## src/rtl/sprite_rom_arbiter.sv

```systemverilog
// Round-robin arbiter sharing one synchronous-read sprite ROM among sprite renderers;
// returns ROM data to the granted requester with a tagged valid pulse after the ROM latency.
module sprite_rom_arbiter #(
  parameter int NUM_REQ = 4,
  parameter int ADDR_W  = 10,
  parameter int DATA_W  = 4,
  parameter int ROM_LAT = 1
) (
  input  logic                      vga_clk,
  input  logic                      Reset,
  input  logic [NUM_REQ-1:0]        req,
  input  logic [NUM_REQ*ADDR_W-1:0] req_addr,
  output logic [NUM_REQ-1:0]        gnt,
  output logic [ADDR_W-1:0]         rom_address,
  input  logic [DATA_W-1:0]         rom_q,
  output logic [NUM_REQ-1:0]        rsp_valid,
  output logic [DATA_W-1:0]         rsp_data,
  output logic [2:0]                rsp_id
);

  localparam logic [3:0] NREQ = 4'(NUM_REQ);

  logic [NUM_REQ-1:0] r_gnt;
  logic [ADDR_W-1:0]  r_romAddress;
  logic [2:0]         r_ptr;
  logic [2:0]         r_issueId;
  logic [ROM_LAT-1:0] r_tagValid;
  logic [2:0]         r_tagId [ROM_LAT];

  logic [NUM_REQ-1:0] w_elig;
  logic [NUM_REQ-1:0] w_rot;
  logic               w_found;
  logic [3:0]         w_sum;
  logic [2:0]         w_win;
  logic [2:0]         w_nextPtr;
  logic [ADDR_W-1:0]  w_winAddr;

  // A requester whose grant is showing this cycle sits out, so it cannot be granted twice in a row
  assign w_elig = req & ~r_gnt;
  assign w_rot  = NUM_REQ'({w_elig, w_elig} >> r_ptr);

  always_comb begin
    w_found = 1'b0;
    w_sum   = '0;
    for (int k = NUM_REQ - 1; k >= 0; k--) begin
      if (w_rot[k]) begin
        w_found = 1'b1;
        w_sum   = {1'b0, r_ptr} + 4'(k);
      end
    end
    w_win     = (w_sum >= NREQ) ? 3'(w_sum - NREQ) : w_sum[2:0];
    w_nextPtr = (w_win == 3'(NUM_REQ - 1)) ? 3'd0 : w_win + 3'd1;
    w_winAddr = '0;
    for (int k = 0; k < NUM_REQ; k++) begin
      if (w_win == 3'(k)) w_winAddr = req_addr[k*ADDR_W +: ADDR_W];
    end
  end

  // Tag stage 0 is loaded from the grant register so it lines up with rom_q ROM_LAT cycles after gnt
  always_ff @(posedge vga_clk) begin
    if (Reset) begin
      r_gnt        <= '0;
      r_romAddress <= '0;
      r_ptr        <= '0;
      r_issueId    <= '0;
      r_tagValid   <= '0;
      for (int s = 0; s < ROM_LAT; s++) r_tagId[s] <= '0;
    end else begin
      if (w_found) begin
        r_gnt        <= NUM_REQ'(1) << w_win;
        r_romAddress <= w_winAddr;
        r_ptr        <= w_nextPtr;
        r_issueId    <= w_win;
      end else begin
        r_gnt <= '0;
      end
      r_tagValid[0] <= |r_gnt;
      r_tagId[0]    <= r_issueId;
      for (int s = 1; s < ROM_LAT; s++) begin
        r_tagValid[s] <= r_tagValid[s-1];
        r_tagId[s]    <= r_tagId[s-1];
      end
    end
  end

  assign gnt         = r_gnt;
  assign rom_address = r_romAddress;
  assign rsp_data    = rom_q;
  assign rsp_id      = r_tagValid[ROM_LAT-1] ? r_tagId[ROM_LAT-1] : 3'd0;
  assign rsp_valid   = r_tagValid[ROM_LAT-1] ? (NUM_REQ'(1) << r_tagId[ROM_LAT-1]) : '0;

endmodule

```

## config.mk

```make
export PLATFORM = sky130hd
export DESIGN_NAME = sprite_rom_arbiter
export DESIGN_NICKNAME = d
export VERILOG_FILES = /design/src/rtl/sprite_rom_arbiter.sv
export SDC_FILE = /design/constraint.sdc
export NUM_CORES = 1
export LEC_CHECK = 0
export BUFFER_PORTS_ARGS = -buffer_cell sky130_fd_sc_hd__buf_2
export CAP_MARGIN = 40
export CORE_MARGIN = 2
export CORE_UTILIZATION = 43
export CTS_CLUSTER_DIAMETER = 200
export CTS_CLUSTER_SIZE = 25
export DETAILED_ROUTE_END_ITERATION = 10
export PLACE_DENSITY = 0.78
export SLEW_MARGIN = 10
export SYNTH_ARGS = -nofsm -noshare
export SYNTH_HDL_FRONTEND = slang
export SYNTH_SLANG_ARGS = --single-unit
```

## constraint.sdc

```tcl
create_clock -name vga_clk -period 3.05 [get_ports vga_clk]
set_input_delay 0.61 -clock vga_clk [delete_from_list [all_inputs] [get_ports vga_clk]]
set_output_delay 0.61 -clock vga_clk [all_outputs]
set_load 0.03 [all_outputs]
```

==> out/metrics.cfg <==
[status]
status = completed

[logic_synthesis]
synth_seq_cells = 24
yosys_warnings = 0
synth_top_area_share_pct = 27.8
synth_cell_types = 48
yosysMostFrequentCell = a21oi_1
ys_seq_area_share_pct = 27.8
syn-instance-count = 221
yosys_most_used_dff = dfxtp_1
synth-edff-count = 0
syn-cell-area_mm2 = 0.00173
synthesis.nets = 279
yosys-top-cells-count = a21oi_1, nand2_1, dfxtp_1, nor2_1, nand3b_1
synth-async-reset-ratio_pct = 0
syn_area_per_cell_um2 = 7.82
synth_area_leaders = dfxtp_1, a21oi_1, nand2_1, ha_1, nand3b_1
yosysTopAreaCell = dfxtp_1

[floorplanning]
die_h_um = 67.4
start_util_pct = 43.8
die_x_um = 67.4
num_rows = 23
core_mm2 = 0.00394
io_pins = 75
die-area_mm2 = 0.00454

[cells_and_area]
n_antenna_cell = 0
drive_above_1_share_pct = 35.9
fin_area_mm2 = 0.00224
syn2layout_area_growth_pct = 29.5
fillerInstances = 363
nNetsFinal = 349
regArea_um2 = 482
multi_input_area_mm2 = 0.00115

[drt]
routed_wl_um = 4250
viasPerCell = 5.29
ant_nets = 0
drt_pre_antenna_iters = 6
drt-initial-drc-count = 101
drc = 0
wire_per_inst_um = 12.5
vias = 1799

[timing]
fin_crit_ns = 2.81
rsz0062_at_grt = no
fin_setup_tns_ns = 0
setup_viol = 0
fmax_ghz = 0.356
slew_viol_final = 0
worstMarginPinSlew_ns = 0.580
hold_viol_final = 0
clock_skew_ns = 0.00588
finalCritPeriodShare_pct = 92.1
whs_ns = 0.443
relSlewSlack_pct = 60.3

[critical_path]
critPathMaxFanout = 10
cp.arrival_ns = 2.97
path_cells = buf_2 > or3b_4 > a21oi_1 > o211ai_1 > nor2b_1 > o31ai_4 > inv_1 > ha_1 > nand3b_1 > a21oi_1 > a21oi_1 > nor2_1 > a21oi_1 > o21ai_0
reg2reg_slack_ns = 0.26
cp_slowest_cell = or3b_4
worstSetupEndpointType = flop
worst_path_dominant_cell_family = compound AO/OA/AOI/OAI gates
reg2regPathDepth = 12
critPathBufInv = 2
cp.required_ns = 3.21
cpMostUsedCell = a21oi_1
reg2reg_to = rom_address[4]
critPathLaunchType = input pin
cpPeakStageDelay_ns = 0.38
rr_startpoint = r_ptr[2]
crit_type = in -> reg

[clocking]
cts_buffer_depth = 2
cts_buffers = 3
cts.htree.levels = 1
cts.clk_slew.worst_paths_ns = 0.09
cts_tree = built
cts.sinks = 24
clk_latency_ns = 0.27
ctsHoldBuffers = 0
clockRootBuffer = clkbuf_8

[min_path]
min_from = r_issueId[2]
min_to = r_issueId[2]
hold_path.class = reg -> reg
holdPathStages = 2

[placement]
port_buffers = 66
hpwl_um = 3280
gp_congestion = 0.948
placed_cell_area_mm2 = 0.00215

[pwr]
p_switching_mw = 1.25
finalPower_mw = 2.66
vdd_drop_max_v = 0.000746
p_leak_nw = 1.04
swShare_pct = 46.9
pwr_density_cell_mw_per_mm2 = 1190
pwr-share-clk_pct = 10.5
p_seq_share_pct = 18.2
power_frac_comb_pct = 71.3
p_int_mw = 1.41

[global_routing]
grt_pass1_wl_um = 7200
grt_overflow = 0
antenna_found_initial = 0
grt_util_all_layers_pct = 20.2
grt_start_max_net_pins = 22
first_global_vias = 1608

[job]
maxCapViolCount = 0

-- placed cells by master (no fill, tap or decap), types with 3 or more instances in the layout --
| cell | count |
|---|---|
| buf_2 | 66 |
| a21oi_1 | 37 |
| nand2_1 | 31 |
| dfxtp_1 | 23 |
| nor2_1 | 14 |
| buf_4 | 13 |
| nand3b_1 | 12 |
| nor2b_1 | 8 |
| o21ai_0 | 8 |
| o21ai_1 | 7 |
| ha_1 | 6 |
| inv_1 | 5 |
| or3b_1 | 3 |
| nor3b_2 | 3 |
| and3_1 | 3 |
| and2_1 | 3 |
| clkbuf_8 | 3 |
-- cell families (layout without fill, tap and decap cells) --
kind of cell / count (synthesis) / count (layout) / synth area share [%]
XOR/XNOR: 2 / 2 / 1.01
buffers and inverters: 21 / 90 / 6.37
AND/OR/NAND/NOR: 94 / 94 / 32.2
AO/OA/AOI/OAI: 71 / 71 / 25.6
adder cells (fa/ha/maj): 8 / 8 / 5.79
flip-flops: 24 / 24 / 27.8
multiplexers: 1 / 1 / 1.30
-- routing by layer --
| metal | vias to the layer above | wire [µm] | GRT usage, % | part of all wire (%) |
|---|---|---|---|---|
| met5 | - | 0 | 0 | 0 |
| met4 | 0 | 87 | 9.18 | 2.0 |
| met3 | 6 | 262 | 2.67 | 6.2 |
| met2 | 72 | 1950 | 33.5 | 46 |
| met1 | 800 | 1960 | 26.0 | 46 |
| li1 | 921 | - | - | - |
-- layout make-up --
class	count	area share, %
inverter	6	1.01
sequential	24	21.5
timing repair buffer	80	20.0
clock buffer	3	1.84
clock inverter	1	1.34
multi-input combinational	176	51.5
tap	50	2.79
-- power groups by stage --
| stage | registers [mW] | logic [mW] | clock network (mW) |
|---|---|---|---|
| 2_1_floorplan | 0.574 | 1.29 | 0 |
| 3_3_place_gp | 0.489 | 1.82 | 0 |
| 3_5_place_dp | 0.490 | 1.83 | 0 |
| 4_1_cts | 0.482 | 1.84 | 0.281 |
| 5_1_grt | 0.498 | 2.13 | 0.298 |
| 6_report | 0.484 | 1.89 | 0.280 |
-- how the worst max path moves through the flow --
stage | endpoint | depth (start not counted) | from | slack [ns]
6_report | rom_address[3] | 14 | req[3] | 0.24
5_1_grt | rom_address[3] | 14 | req[3] | 0.007
3_5_place_dp | rom_address[3] | 13 | req[3] | -0.07
4_1_cts | rom_address[3] | 12 | r_ptr[0] | 0.13
3_3_place_gp | rom_address[6] | 13 | req[3] | -0.08
2_1_floorplan | rom_address[3] | 14 | req[3] | 0.19
-- what timing repair did --
action                     4_1_cts  5_1_grt
setup endpoints to repair        0       10
gates resized for setup          0        4
buffers inserted                 0        0
-- state kept, by name (all words and copies together), names as in the netlist --
register / cells
r_issueId: 3
r_tagId: 3
rom_address: 10
gnt: 4
r_tagValid: 1
r_ptr: 3
-- worst register-to-register path, delay by kind of cell, from the launching register on --
kind                     cells  cell delay (ns)
AO/OA/AOI/OAI                6             0.79
adder cells (fa/ha/maj)      1             0.43
flip-flops                   1             0.51
AND/OR/NAND/NOR              5             0.99
-- metrics by stage --
stage	std cells	worst slack [ns]	utilization, %
final	340	0.242	56.8
after floorplan	221	0.187	-
after global routing	340	0.00668	56.8
after detailed placement	336	-0.0667	54.6
after CTS	340	0.129	56.4
after global placement	336	-0.0780	54.6
Note: power is estimated with default switching activity, not from simulation.
